**src/rtl/apple2_paddle_timer_if.sv**
```systemverilog
// Gameport paddle timer bus: 2 MHz clock level, strobe, joystick axes in; one-shot bits out.
interface apple2_paddle_timer_if;
    logic        CLK_2M;
    logic        PDL_STROBE;
    logic [15:0] joy_an0;
    logic [15:0] joy_an1;
    logic [3:0]  pdl_out;
    logic        busy;

    modport master (
        output CLK_2M, PDL_STROBE, joy_an0, joy_an1,
        input  pdl_out, busy
    );

    modport slave (
        input  CLK_2M, PDL_STROBE, joy_an0, joy_an1,
        output pdl_out, busy
    );
endinterface

```
**src/rtl/apple2_paddle_timer.sv**
```systemverilog
// Apple II 558 quad one-shot model: four paddle timers retriggered by PDL_STROBE
// and counted down on rising edges of CLK_2M, sampled in the CLK_14M domain.
module apple2_paddle_timer #(
    parameter int CENTER       = 2800,
    parameter int SCALE        = 22,
    parameter int CLAMP_THRESH = 5590,
    parameter int MAX_COUNT    = 5650
) (
    input  logic                  CLK_14M,
    input  logic                  reset,
    apple2_paddle_timer_if.slave  gp
);

    localparam int unsigned CNT_W  = 13;
    localparam int unsigned CALC_W = 16;
    localparam int unsigned AXIS_W = 8;
    localparam int unsigned NCH    = 4;

    logic                 r_clk2m_d;
    logic                 r_pending;
    logic [CNT_W-1:0]     r_count [NCH];
    logic [NCH-1:0]       r_pdl;
    logic                 r_busy;

    logic                 w_edge;
    logic                 w_load;
    logic [AXIS_W-1:0]    w_axis  [NCH];
    logic [CNT_W-1:0]     w_clamp [NCH];
    logic [NCH-1:0]       w_nz;

    // Axis value to count: CENTER + SCALE*axis, floored at 0 and saturated near full scale.
    function automatic logic [CNT_W-1:0] f_clamp(input logic [AXIS_W-1:0] axis);
        logic signed [CALC_W-1:0] v;
        v = CALC_W'(CENTER) + CALC_W'(SCALE) * CALC_W'($signed(axis));
        if (v < 0)
            return '0;
        else if (v >= CALC_W'(CLAMP_THRESH))
            return CNT_W'(MAX_COUNT);
        else
            return CNT_W'(v);
    endfunction

    assign w_edge = gp.CLK_2M & ~r_clk2m_d;
    assign w_load = w_edge & (r_pending | gp.PDL_STROBE);

    assign w_axis[0] = gp.joy_an0[15:8];
    assign w_axis[1] = gp.joy_an0[7:0];
    assign w_axis[2] = gp.joy_an1[15:8];
    assign w_axis[3] = gp.joy_an1[7:0];

    always_comb begin
        for (int i = 0; i < NCH; i++) begin
            w_clamp[i] = f_clamp(w_axis[i]);
            w_nz[i]    = (r_count[i] != '0);
        end
    end

    // Strobe latch and edge detect; pending clears on every edge so a held strobe re-arms afterwards.
    always_ff @(posedge CLK_14M or posedge reset) begin
        if (reset) begin
            r_clk2m_d <= 1'b0;
            r_pending <= 1'b0;
        end else begin
            r_clk2m_d <= gp.CLK_2M;
            if (w_edge)
                r_pending <= 1'b0;
            else if (gp.PDL_STROBE)
                r_pending <= 1'b1;
        end
    end

    // Outputs follow the pre-edge count, so a retrigger mid-count never glitches low.
    always_ff @(posedge CLK_14M or posedge reset) begin
        if (reset) begin
            r_pdl  <= '0;
            r_busy <= 1'b0;
            for (int i = 0; i < NCH; i++)
                r_count[i] <= '0;
        end else if (w_edge) begin
            r_pdl  <= w_nz;
            r_busy <= |w_nz;
            for (int i = 0; i < NCH; i++) begin
                if (w_load)
                    r_count[i] <= w_clamp[i];
                else if (w_nz[i])
                    r_count[i] <= r_count[i] - CNT_W'(1);
            end
        end
    end

    assign gp.pdl_out = r_pdl;
    assign gp.busy    = r_busy;

endmodule

```
**src/flat_wrapper.sv**
```systemverilog
// flat-port wrapper written by rule: the top's interface ports become plain ports
module apple2_paddle_timer_flat 
#(
    parameter int CENTER       = 2800,
    parameter int SCALE        = 22,
    parameter int CLAMP_THRESH = 5590,
    parameter int MAX_COUNT    = 5650
)
  (CLK_14M, reset, gp_CLK_2M, gp_PDL_STROBE, gp_joy_an0, gp_joy_an1, gp_pdl_out, gp_busy);
  apple2_paddle_timer_if gp_i ();
  input  logic CLK_14M;
  input  logic reset;
  input wire logic [$bits(gp_i.CLK_2M)-1:0] gp_CLK_2M;
  input wire logic [$bits(gp_i.PDL_STROBE)-1:0] gp_PDL_STROBE;
  input wire logic [$bits(gp_i.joy_an0)-1:0] gp_joy_an0;
  input wire logic [$bits(gp_i.joy_an1)-1:0] gp_joy_an1;
  output wire logic [$bits(gp_i.pdl_out)-1:0] gp_pdl_out;
  output wire logic [$bits(gp_i.busy)-1:0] gp_busy;
  assign gp_i.CLK_2M = gp_CLK_2M;
  assign gp_i.PDL_STROBE = gp_PDL_STROBE;
  assign gp_i.joy_an0 = gp_joy_an0;
  assign gp_i.joy_an1 = gp_joy_an1;
  assign gp_pdl_out = gp_i.pdl_out;
  assign gp_busy = gp_i.busy;
  apple2_paddle_timer #(.CENTER(CENTER), .SCALE(SCALE), .CLAMP_THRESH(CLAMP_THRESH), .MAX_COUNT(MAX_COUNT)) u_core (.CLK_14M(CLK_14M), .reset(reset), .gp(gp_i));
endmodule
```
**config.mk**
```make
export PLATFORM = sky130hd
export DESIGN_NAME = apple2_paddle_timer_flat
export DESIGN_NICKNAME = d
export VERILOG_FILES = /design/src/rtl/apple2_paddle_timer_if.sv /design/src/rtl/apple2_paddle_timer.sv /design/src/flat_wrapper.sv
export SDC_FILE = /design/constraint.sdc
export NUM_CORES = 1
export LEC_CHECK = 0
export CORE_MARGIN = 1
export CORE_UTILIZATION = 45
export DETAILED_ROUTE_END_ITERATION = 12
export GPL_ROUTABILITY_DRIVEN = 0
export HOLD_SLACK_MARGIN = 0.1
export SYNTH_ARGS = -nofsm -noshare
export SYNTH_HDL_FRONTEND = slang
export SYNTH_SLANG_ARGS = --single-unit
```
**constraint.sdc**
```tcl
create_clock -name CLK_14M -period 8.1 [get_ports CLK_14M]
set_clock_uncertainty 0.1 [all_clocks]
set_input_delay 0.81 -clock CLK_14M [delete_from_list [all_inputs] [get_ports CLK_14M]]
set_output_delay 0.81 -clock CLK_14M [all_outputs]
set_load 0.02 [all_outputs]
```
# After elaboration in Yosys (flattened, before gate mapping)
# Index checks and enable logic that the tools add are counted.
# classes
addsub	8
multipliers	4
n_lt_le_gt_ge	8
muxes	18
bitwise	4
n_reduce_logical	14
# ops
op	n
$mux W13	16
$ge A16 B14 Y1 const B	4
$lt A16 B1 Y1 const B	4
$add A13 B14 Y15 const A	4
$mul A5 B8 Y13 const A	4
$reduce_bool A13 Y1	4
$sub A13 B1 Y13 const B	4
$reduce_bool A2 Y1	5
$reduce_and A2 Y1	4
$reduce_or A4 Y1	1
$and A1 B1 Y1	2
$mux W1	2
$not A1 Y1	1
$or A1 B1 Y1	1
# totals
ff_bits	59
input_bits	36
output_inout_bits	5

# Depth between registers and ports, before layout
# Gate-level depths: netlist (run 1).
# depth
ltp_word	6
depth_mapped	17
ltp_nobuf	17

# Worst setup path after synthesis (run 1)
# No wires, ideal clock.
# synth_timing
path_type	input-to-reg
from	in gp_joy_an1[11]
to	reg u_core.r_count[24] in the netlist's numbering
setup_ns	0.132
t_arrival_ns	4.180
t_required_ns	7.868
slack_ns	3.688
cell_stages	15
n_path_buf	0
cell_sequence	ha_1 inv_1 fa_1 inv_1 ha_1 and2_4 a221oi_2 a211oi_1 or3_4 and3_1 or3_1 a311o_1 o211ai_2 or2_4 o211ai_2
# synth_via
elab_chain_len	6
word_cells_on_any_way	7
classes_between	1 x add/sub; 1 x mul; 2 x order compare; 3 x mux
# synth_rtl
element	line_no	text
from (decl)	flat_wrapper.sv:16	input wire logic [$bits(gp_i.joy_an1)-1:0] gp_joy_an1;
$mul A5 B8 Y13 (*)	apple2_paddle_timer.sv:34	v = CALC_W'(CENTER) + CALC_W'(SCALE) * CALC_W'($signed(axis));
$add A13 B14 Y15 (*)	apple2_paddle_timer.sv:34	
$ge A16 B14 Y1	apple2_paddle_timer.sv:37	else if (v >= CALC_W'(CLAMP_THRESH))
$mux W13	apple2_paddle_timer.sv:37	
$mux W13 (*)	apple2_paddle_timer.sv:35	if (v < 0)
$mux W13 (*)	apple2_paddle_timer.sv:83	if (w_load)
to (signal, indexed assignment)	apple2_paddle_timer.sv:84	r_count[i] <= w_clamp[i];
to (signal, indexed assignment)	apple2_paddle_timer.sv:86	r_count[i] <= r_count[i] - CNT_W'(1);
to (decl)	apple2_paddle_timer.sv:21	logic [CNT_W-1:0] r_count [NCH];
# Every way passes the cells marked *; elsewhere a longest branch is shown, timed or not.
# A chain may end at the register's enable or synchronous reset.

# Final worst setup path (run 1)
# layout_timing
from	in gp_joy_an0[8]
to	reg u_core.r_count[47] in the netlist's numbering
# layout_via
elab_chain_len	6
word_cells_on_any_way	7
classes_between	1 x add/sub; 1 x mul; 2 x order compare; 3 x mux
# layout_rtl
element	line_no	text
from (decl)	flat_wrapper.sv:15	input wire logic [$bits(gp_i.joy_an0)-1:0] gp_joy_an0;
$mul A5 B8 Y13 (*)	apple2_paddle_timer.sv:34	
$add A13 B14 Y15 (*)	apple2_paddle_timer.sv:34	
$ge A16 B14 Y1	apple2_paddle_timer.sv:37	
$mux W13	apple2_paddle_timer.sv:37	
$mux W13 (*)	apple2_paddle_timer.sv:35	
$mux W13 (*)	apple2_paddle_timer.sv:83	
# Marks and branches as above.

==> impl_metrics.env, run 1 <==
export IMPL_status="finished with violations"
export IMPL_violations="DRC"
export IMPL_grt_pass1_wl_um=33600
export IMPL_max_slew_margin=0.478
export IMPL_io_buffers=40
export IMPL_numCtsBuffers=9
export IMPL_place_ws_ns=2.80
export IMPL_antennaDiodeCount=0
export IMPL_synth_seq_cells=59
export IMPL_finalWorstSetupSlack_ns=3.12
export IMPL_rsz0062_at_grt="no"
export IMPL_setup_tns_ns=0
export IMPL_grt_max_degree=60
export IMPL_first_pass_iters=9
export IMPL_min_period_ns=4.98
export IMPL_vias=7607
export IMPL_clockBufferDepth=2
export IMPL_synthCells=1050
export IMPL_antenna_left=0
export IMPL_hold_buffers=0
export IMPL_final_cell_area_sq_um=9290
export IMPL_drv_cap=0
export IMPL_dr_wl_met2_um=8740
export IMPL_ios=41
export IMPL_critPathTopFamily="compound AO/OA/AOI/OAI gates"
export IMPL_nets=1232
export IMPL_rows=49
export IMPL_crit_fanout=8
export IMPL_core_area_sq_um=18100
export IMPL_placed_cell_area_sq_um=9020
export IMPL_route_met3_wl_um=582
export IMPL_highest_layer="met4"
export IMPL_critPathArrivalTime_ns=5.13
export IMPL_required_ns=8.24
export IMPL_grt_pass1_vias=7218
export IMPL_fin_crit_sh=0.615
export IMPL_antenna_found_initial=0
export IMPL_start_util=0.462
export IMPL_ir_drop_uv=97.9
export IMPL_post_cts_buffers=0
export IMPL_first_iter_violations=403
export IMPL_critical_path_class="input pin to register"
export IMPL_yosys_warnings=0
export IMPL_hold_slack_ns=0.375
export IMPL_drt_total_wl_um=19100
export IMPL_cts_sinks=59
export IMPL_cp_end_kind="register"
export IMPL_detailed_place_hpwl_um=15000
export IMPL_gr_total_overflow=0
export IMPL_powerDensity_nw_per_um2=262
export IMPL_min_path_type="register to register"
export IMPL_clk_insertion_delay_late_ns=0.34
export IMPL_synth_ff_type="dfrtp_1"
export IMPL_grt_usage=0.208
export IMPL_worstMarginPinSlew_ns=0.784
export IMPL_drive_above_1_share=0.0643
export IMPL_cts_root_buf="clkbuf_16"
export IMPL_path_cells="clkdlybuf4s50_1 > ha_1 > inv_1 > fa_1 > inv_1 > ha_1 > nor2b_1 > o21a_1 > o21ai_0 > nand2_2 > a21oi_2 > o21ai_0 > a21oi_1 > nand4_4 > o32ai_2"
export IMPL_syn_area_sq_um=8390
export IMPL_die_w_um=139
export IMPL_cts_tree="done"
export IMPL_area_delta_synth_final_pct=10.8
export IMPL_postCtsResizedCells=0
export IMPL_power_static_leakage_nw=4.04
export IMPL_hold_violations=0
export IMPL_syn_nets=1199
export IMPL_max_freq_ghz=0.201
export IMPL_cts_htree_levels=3
export IMPL_wl_per_cell_um=14.5
export IMPL_worst_path_largest_cell_delay_ns=0.61
export IMPL_fin_util=0.512
export IMPL_synth_cell_type_count=105
export IMPL_slew_viol_final=0
export IMPL_start_kind="input pin"
export IMPL_fp_dieArea_sq_um=19200
export IMPL_yosysSeqAreaShare=0.176
export IMPL_die_y_um=139
export IMPL_vias_per_cell=5.78
export IMPL_synth_edf_count=0
export IMPL_critPathSlowestCell="clkdlybuf4s50_1"
export IMPL_path_clk_slew_ns=0.05
export IMPL_drc_errors=4
export IMPL_async_flop_share=1.00
export IMPL_avgSynthCellArea_sq_um=7.99
export IMPL_setup_viol_count_final=0
export IMPL_m1WireLength_um=9650
export IMPL_cp_buffers_inverters=3
-- synth_stat cells, types with 20 or more instances --
cell type,count,area (sq um)
fa_1,20,400
nor2_1,72,270
inv_1,110,413
nand2_1,63,236
o21ai_0,68,340
nor3_1,41,205
a21oi_1,62,310
ha_1,93,1160
dfrtp_1,59,1480
nand3_1,26,130
xor2_1,29,254
xnor2_1,56,490
o22ai_1,28,175
-- final timing paths --
check                                            startpoint  depth (start not counted)                          endpoint  slack (ns)
setup reg to reg             u_core.r_count[13]$_DFFE_PP0P_                         12    u_core.r_count[15]$_DFFE_PP0P_        4.83
hold / removal             u_core.gp.pdl_out[2]$_DFFE_PP0P_                          2  u_core.gp.pdl_out[2]$_DFFE_PP0P_        0.38
setup / recovery                              gp_joy_an0[8]                         15    u_core.r_count[47]$_DFFE_PP0P_        3.12
hold reg to reg            u_core.gp.pdl_out[2]$_DFFE_PP0P_                          2  u_core.gp.pdl_out[2]$_DFFE_PP0P_        0.38
min in group asynchronous                             reset                          3  u_core.gp.pdl_out[3]$_DFFE_PP0P_        0.91
max in group asynchronous                             reset                          3    u_core.r_count[42]$_DFFE_PP0P_        6.45
-- metrics by stage --
| stage | power, W | cells |
|---|---|---|
| floorplan | 0.00175 | 1050 |
| global placement | 0.00206 | 1301 |
| detailed placement | 0.00206 | 1301 |
| CTS | 0.00244 | 1317 |
| global route | 0.00267 | 1317 |
| finish | 0.00243 | 1317 |
-- state kept, by name, summed over array words and instances, names as in the netlist --
| name | flops |
|---|---|
| u_core.r_count | 52 |
| u_core.r_pending | 1 |
| u_core.r_clk2m_d | 1 |
| u_core.gp.pdl_out | 4 |
| u_core.gp.busy | 1 |
-- worst register-to-register path, stage by stage, from the launching register on --
cell and delay [ns]:
dfrtp_1 0.41, inv_1 0.07, ha_1 0.18, nand2b_1 0.09
nor4_1 0.34, nand2_1 0.18, nor3_1 0.36, and3b_1 0.32
nand2b_1 0.26, nand2_1 0.28, and2_1 0.28, o21ai_0 0.18
o21ai_1 0.09
-- cell families (layout without fill, tap and decap cells) --
logic type | after synthesis | after routing | share of synthesized area
simple gates | 323 | 323 | 0.201
compound gates | 324 | 324 | 0.269
mux | 11 | 11 | 0.0140
fa+ha+maj | 113 | 113 | 0.186
flops | 59 | 59 | 0.176
buf+inv | 133 | 171 | 0.0610
xor+xnor | 87 | 87 | 0.0926
-- layout by cell type, fill, tap and decap left out, types with 10 or more instances in the layout --
master and count:
nor2_1 71, nand3_1 26, a211oi_1 10, a31oi_1 14
a21oi_1 62, nand2b_1 16, xor2_1 29, o21a_1 15
a21o_1 15, inv_1 109, ha_1 93, xnor2_1 56
nand2_1 63, clkdlybuf4s50_1 40, nor3_1 41, o22ai_1 28
o21ai_1 10, or3_1 17, nor4_1 15, fa_1 20
o21ai_0 68, dfrtp_1 59
-- per-layer routing --
layer,global-route usage,vias to the layer above
li1,-,3891
met3,0.0318,14
met1,0.287,3592
met4,0.0444,0
met2,0.341,110
met5,0,-
-- cell type report --
| cell class | count | area (sq um) |
|---|---|---|
| Sequential cell | 59 | 1480 |
| Clock buffer | 14 | 264 |
| Inverter | 110 | 413 |
| Tap cell | 229 | 287 |
| Clock inverter | 2 | 10.0 |
| Timing Repair Buffer | 45 | 438 |
| Fill cell | 1784 | 8850 |
| Multi-Input combinational cell | 858 | 6400 |
-- report_power, final --
part           total [W]  switching, W  internal [W]
clock           0.000356      0.000133      0.000223
sequential      0.000511      0.000109      0.000402
combinational    0.00157      0.000908      0.000657
total            0.00243       0.00115       0.00128
Note: power is estimated with default switching activity, not from simulation.
==> run 2, diff against run 1 <==
==> constraint.sdc (replaced) <==
create_clock -name CLK_14M -period 4.6 [get_ports CLK_14M]
set_clock_uncertainty 0.1 [all_clocks]
set_input_delay 0.46 -clock CLK_14M [delete_from_list [all_inputs] [get_ports CLK_14M]]
set_output_delay 0.46 -clock CLK_14M [all_outputs]
set_load 0.02 [all_outputs]
==> run 2 against run 1 <==
- critical path type unchanged
- core utilization grew 5.4 points
- hold slack barely moved
- wire length up 5.5%
- final cell count increased by 9.1%
- largest power group unchanged
- critical path depth is 1 higher
- the run still ends with DRC left
- critical endpoint is now u_core.r_count[28]$_DFFE_PP0P_
==> impl_metrics.env, run 2 (synthesis results as in run 1) <==
export IMPL_status="finished with violations"
export IMPL_violations="DRC"
export IMPL_die_y_um=139
export IMPL_path_clk_slew_ns=0.06
export IMPL_critPathTopFamily="compound AO/OA/AOI/OAI gates"
export IMPL_first_iter_violations=484
export IMPL_clockBufferDepth=2
export IMPL_antennaDiodeCount=0
export IMPL_rows=49
export IMPL_largest_reg_flops=52
export IMPL_clk_insertion_delay_late_ns=0.33
export IMPL_worstReg2RegStart="u_core.r_count[13]$_DFFE_PP0P_"
export IMPL_mostFrequentLayoutCells="buf_4 (125), inv_1 (109), ha_1 (93)"
export IMPL_min_period_ns=4.34
export IMPL_max_slew_margin=0.430
export IMPL_fin_crit_sh=0.943
export IMPL_vias_per_cell=5.60
export IMPL_io_buffers=40
export IMPL_cts_tree="done"
export IMPL_die_w_um=139
export IMPL_critPathLaunch="gp_joy_an0[3]"
export IMPL_hold_slack_ns=0.375
export IMPL_crit_fanout=6
export IMPL_post_cts_buffers=0
export IMPL_grt_max_degree=34
export IMPL_cp_depth=16
export IMPL_start_kind="input pin"
export IMPL_cp_end_kind="register"
export IMPL_drive_above_1_share=0.162
export IMPL_grt_pass1_vias=7745
export IMPL_nets=1352
export IMPL_critPathArrivalTime_ns=4.49
export IMPL_endpoint="u_core.r_count[28]$_DFFE_PP0P_"
export IMPL_placedCellCount=1421
export IMPL_numCtsBuffers=9
export IMPL_setup_tns_ns=0
export IMPL_power_w=0.00489
export IMPL_hold_violations=0
export IMPL_largest_register="u_core.r_count"
export IMPL_rsz0062_at_grt="no"
export IMPL_critPathSlowestCell="fa_1"
export IMPL_required_ns=4.75
export IMPL_cts_htree_levels=3
export IMPL_min_path_type="register to register"
export IMPL_r2r_slack_ns=1.49
export IMPL_antenna_found_initial=0
export IMPL_detailed_place_hpwl_um=16400
export IMPL_grt_usage=0.218
export IMPL_wl_per_cell_um=14.1
export IMPL_critical_path_class="input pin to register"
export IMPL_drc_errors=5
export IMPL_antenna_left=0
export IMPL_drt_total_wl_um=20200
export IMPL_stdcell_count=1437
export IMPL_cts_root_buf="clkbuf_16"
export IMPL_ir_drop_uv=239
export IMPL_r2r_end="u_core.r_count[15]$_DFFE_PP0P_"
export IMPL_layout_commonest_cell="buf_4"
export IMPL_power_static_leakage_nw=4.65
export IMPL_gr_total_overflow=0
export IMPL_grt_pass1_wl_um=35400
export IMPL_fp_dieArea_sq_um=19200
export IMPL_hold_buffers=0
export IMPL_area_delta_synth_final_pct=22.4
export IMPL_ios=41
export IMPL_powerDensity_nw_per_um2=476
export IMPL_first_pass_iters=9
export IMPL_vias=8047
export IMPL_path_cells="clkdlybuf4s50_1 > ha_1 > inv_1 > fa_1 > inv_1 > ha_1 > nor2b_1 > o21a_1 > or3_1 > a211oi_1 > a21oi_1 > or4_1 > o211ai_1 > o211a_2 > nand3_2 > o22ai_1"
export IMPL_core_area_sq_um=18100
export IMPL_start_util=0.462
export IMPL_max_freq_ghz=0.231
export IMPL_cp_buffers_inverters=3
export IMPL_postCtsResizedCells=0
export IMPL_drv_cap=0
export IMPL_worst_path_largest_cell_delay_ns=0.50
export IMPL_setup_viol_count_final=0
export IMPL_fin_util=0.566
export IMPL_reg2reg_depth=12
export IMPL_worstMarginPinSlew_ns=0.856
export IMPL_slew_viol_final=0
export IMPL_cts_sinks=59
## run 2: changes by cell type in the layout (fill, tap and decap cells not counted), sizes merged
cell      before  now
clkbuf        14   12
clkinvlp       0    1
clkinv         2    1
bufinv         0    2
buf            5  125
## run 2: final cells by class
cell class,instances,area (sq um)
inverters,110,413
fillers,1731,7880
clock buffers,12,256
flip-flops and latches,59,1480
well taps,229,287
multi-input cells,858,6420
repair buffers,165,1340
clock inverters,4,72.6
## run 2: per-stage QoR
step	setup WS [ns]	area (sq um)
after CTS	0.271	10200
after detailed placement	-0.0755	9920
final	0.262	10300
after floorplan	0.538	8390
after global placement	-0.00754	9920
after global routing	0.0000870	10300
## run 2: routing by layer
| metal | wire length (um) | track usage |
|---|---|---|
| met1 | 10200 | 0.299 |
| met2 | 9380 | 0.367 |
| met3 | 511 | 0.0335 |
| met4 | 97 | 0.0361 |
| met5 | 0 | 0 |
## run 2: worst min-delay path by stage
stage	startpoint	depth (start not counted)	end	slack [ns]
after floorplan	u_core.r_count[25]$_DFFE_PP0P_	2	u_core.r_count[25]$_DFFE_PP0P_	0.36
after CTS	u_core.gp.pdl_out[3]$_DFFE_PP0P_	2	u_core.gp.pdl_out[3]$_DFFE_PP0P_	0.38
after detailed placement	u_core.gp.pdl_out[3]$_DFFE_PP0P_	2	u_core.gp.pdl_out[3]$_DFFE_PP0P_	0.37
after global routing	u_core.gp.pdl_out[0]$_DFFE_PP0P_	1	u_core.gp.pdl_out[0]$_DFFE_PP0P_	0.41
final	u_core.gp.pdl_out[3]$_DFFE_PP0P_	2	u_core.gp.pdl_out[3]$_DFFE_PP0P_	0.38
after global placement	u_core.gp.pdl_out[0]$_DFFE_PP0P_	1	u_core.gp.pdl_out[0]$_DFFE_PP0P_	0.36
## run 2: tightest hold or removal path, delay by kind of cell, from the launching register on
kind,cells,cell delay [ns]
DFF,1,0.34
and+or+nand+nor,2,0.10
## run 2: power breakdown
part / internal [W] / switching, W / total, W
sequential: 0.000707 / 0.000196 / 0.000903
combinational: 0.00154 / 0.00170 / 0.00324
clock: 0.000503 / 0.000243 / 0.000746
total: 0.00275 / 0.00214 / 0.00489
==> run 3, diff against run 2 <==
--- a/config.mk
+++ b/config.mk
@@ -5,11 +5,13 @@
 export SDC_FILE = /design/constraint.sdc
 export NUM_CORES = 1
 export LEC_CHECK = 0
+export ABC_AREA = 1
 export CORE_MARGIN = 1
 export CORE_UTILIZATION = 45
 export DETAILED_ROUTE_END_ITERATION = 12
 export GPL_ROUTABILITY_DRIVEN = 0
 export HOLD_SLACK_MARGIN = 0.1
+export PLACE_DENSITY = 0.61
 export SYNTH_ARGS = -nofsm -noshare
 export SYNTH_HDL_FRONTEND = slang
 export SYNTH_SLANG_ARGS = --single-unit
==> run 3 against run 2 <==
- the run now ends clean
- critical path depth up 5
- core utilization fell by 5.7 points
- via count fell by 0.42%
- clock-buffer cell count fell by 3
- global-route usage shrank 3.1 points
- combinational power shrank 30%
- hold slack lost 0.0016 ns
- first-iteration DRC count is 38% lower
- flip-flop and latch count stayed put
- wire length is 14% lower
- critical endpoint is now u_core.r_count[49]$_DFFE_PP0P_
- non-clock buffer count is 117 lower
- final cell count grew 15%
==> impl_metrics.env, run 3 <==
export IMPL_critPathArrivalTime_ns=4.11
export IMPL_min_path_type="input pin to async pin"
export IMPL_powerDensity_nw_per_um2=381
export IMPL_min_period_ns=4.01
export IMPL_max_freq_ghz=0.249
export IMPL_ys_top_cells_by_count="nand2_1 (321), inv_1 (247), nor2_1 (141)"
export IMPL_final_cell_area_sq_um=9590
export IMPL_yosysMostFrequentCell="nand2_1"
export IMPL_die_y_um=141
export IMPL_grt_pass1_wl_um=31700
export IMPL_max_slew_margin=0.554
export IMPL_rows=50
export IMPL_start_kind="input pin"
export IMPL_mostFrequentLayoutCells="nand2_1 (321), inv_1 (246), nor2_1 (141)"
export IMPL_synthCells=1352
export IMPL_wl_per_cell_um=10.5
export IMPL_antennaDiodeCount=0
export IMPL_drive_above_1_share=0.0826
export IMPL_cp_end_kind="register"
export IMPL_worstMarginPinSlew_ns=0.667
export IMPL_placed_cell_area_sq_um=9330
export IMPL_avgSynthCellArea_sq_um=6.44
export IMPL_r2r_end="u_core.r_count[50]$_DFFE_PP0P_"
export IMPL_clockBufferDepth=2
export IMPL_cts_sinks=59
export IMPL_drt_total_wl_um=17400
export IMPL_vias_per_cell=4.85
export IMPL_async_flop_share=1.00
export IMPL_ir_drop_uv=177
export IMPL_grt_usage=0.188
export IMPL_grt_pass1_vias=7461
export IMPL_numCtsBuffers=9
export IMPL_setup_tns_ns=0
export IMPL_drv_cap=0
export IMPL_largest_reg_flops=52
export IMPL_antenna_found_initial=0
export IMPL_critical_path_class="input pin to register"
export IMPL_worstReg2RegStart="u_core.r_count[39]$_DFFE_PP0P_"
export IMPL_synth_cell_type_count=46
export IMPL_ios=41
export IMPL_synth_seq_cells=59
export IMPL_nets=1538
export IMPL_setup_viol_count_final=0
export IMPL_grt_max_degree=39
export IMPL_netlist_top_cells_area="dfrtp_1 (17%), nand2_1 (14%), ha_1 (13%)"
export IMPL_io_buffers=40
export IMPL_die_w_um=141
export IMPL_gr_total_overflow=0
export IMPL_layout_commonest_cell="nand2_1"
export IMPL_status="finished, final reports clean"
export IMPL_first_iter_violations=299
export IMPL_drc_errors=0
export IMPL_yosys_warnings=0
export IMPL_syn_area_sq_um=8700
export IMPL_p_sw_frac=0.490
export IMPL_clk_insertion_delay_late_ns=0.33
export IMPL_path_clk_slew_ns=0.05
export IMPL_seqPwrFrac=0.215
export IMPL_synth_top_area_share=0.170
export IMPL_synth_ff_type="dfrtp_1"
export IMPL_required_ns=4.70
export IMPL_detailed_place_hpwl_um=14400
export IMPL_fp_dieArea_sq_um=19900
export IMPL_r2r_slack_ns=1.80
export IMPL_yosys_area_top_type="dfrtp_1"
export IMPL_yosysSeqAreaShare=0.170
export IMPL_hold_violations=0
export IMPL_start_util=0.462
export IMPL_syn_nets=1501
export IMPL_p_comb_frac=0.623
export IMPL_synth_edf_count=0
export IMPL_postCtsResizedCells=0
export IMPL_crit_fanout=11
export IMPL_first_pass_iters=6
export IMPL_slew_viol_final=0
export IMPL_cts_htree_levels=3
export IMPL_power_static_leakage_nw=5.08
export IMPL_rsz0062_at_grt="no"
export IMPL_vias=8013
export IMPL_switching_power_w=0.00179
export IMPL_fin_crit_sh=0.872
export IMPL_post_cts_buffers=0
export IMPL_intPower_w=0.00186
export IMPL_hold_buffers=0
export IMPL_area_delta_synth_final_pct=10.2
export IMPL_core_area_sq_um=18800
export IMPL_antenna_left=0
export IMPL_power_share_clock=0.162
export IMPL_reg2reg_depth=10
export IMPL_largest_register="u_core.r_count"
export IMPL_cts_root_buf="clkbuf_16"
export IMPL_cts_tree="done"
-- run 3: cell count changes after synthesis, moves of 39 or more --
| cell | before | now |
|---|---|---|
| nand3_1 | 26 | 87 |
| nand2_1 | 63 | 321 |
| xnor2_1 | 56 | 17 |
| nor2_1 | 72 | 141 |
| inv_1 | 110 | 247 |
| nand4_1 | 9 | 50 |
-- run 3: metrics by stage --
stage	utilization	instances	setup WS, ns	hold WS (ns)	total power [W]
2_1_floorplan	-	1352	1.16	0.353	0.00271
3_3_place_gp	0.496	1638	0.296	0.374	0.00305
3_5_place_dp	0.496	1638	0.202	0.387	0.00308
4_1_cts	0.509	1653	0.541	0.395	0.00369
5_1_grt	0.509	1653	0.115	0.434	0.00411
6_report	0.509	1653	0.589	0.374	0.00365
-- run 3: power groups by stage --
stage	logic, W	clock network (W)	registers [W]
after global routing	0.00267	0.000627	0.000807
after global placement	0.00226	0	0.000790
after CTS	0.00230	0.000606	0.000782
after floorplan	0.00195	0	0.000761
final	0.00227	0.000591	0.000784
after detailed placement	0.00229	0	0.000788
-- run 3: area by class of cell --
type | count | area [sq um]
clock buffers | 9 | 225
multi-input cells | 1011 | 6090
flip-flops and latches | 59 | 1480
fillers | 1950 | 9240
inverters | 260 | 977
repair buffers | 48 | 460
clock inverters | 6 | 33.8
well taps | 260 | 325
-- run 3: cell families (layout without fill, tap and decap cells) --
logic type / count (synthesis) / in the layout / synth area share
adder cells (fa/ha/maj): 113 / 113 / 0.180
flip-flops: 59 / 59 / 0.170
AND/OR/NAND/NOR: 685 / 685 / 0.357
XOR/XNOR: 40 / 40 / 0.0471
AO/OA/AOI/OAI: 173 / 173 / 0.116
buffers and inverters: 282 / 323 / 0.131
-- run 3: critical path: stages --
cell and delay, ns:
clkdlybuf4s50_1 0.48, ha_1 0.31, inv_1 0.05, fa_1 0.49, inv_1 0.04, ha_1 0.39, xnor2_1 0.29, inv_1 0.08
ha_1 0.24, nand3_1 0.11, nand2_2 0.08, nand2_1 0.06, nand2_1 0.08, nand2_2 0.08, nand3_1 0.08, o21ai_2 0.16
nand2_1 0.07, nand2_1 0.29, nand3_1 0.12, nand2_1 0.08, a21oi_1 0.06
-- run 3: worst max-delay path by stage --
stage	slack, ns	endpoint	start
2_1_floorplan	1.16	u_core.r_count[48]$_DFFE_PP0P_	gp_joy_an0[9]
3_3_place_gp	0.30	u_core.r_count[14]$_DFFE_PP0P_	gp_joy_an1[9]
3_5_place_dp	0.20	u_core.r_count[49]$_DFFE_PP0P_	gp_joy_an0[9]
4_1_cts	0.54	u_core.r_count[49]$_DFFE_PP0P_	gp_joy_an0[9]
5_1_grt	0.11	u_core.r_count[23]$_DFFE_PP0P_	gp_joy_an1[9]
6_report	0.59	u_core.r_count[49]$_DFFE_PP0P_	gp_joy_an0[9]
-- run 3: routing by layer --
| layer | part of all wire | track usage |
|---|---|---|
| met1 | 0.51 | 0.251 |
| met2 | 0.46 | 0.325 |
| met3 | 0.021 | 0.0200 |
| met4 | 0.0071 | 0.0389 |
| met5 | 0 | 0 |
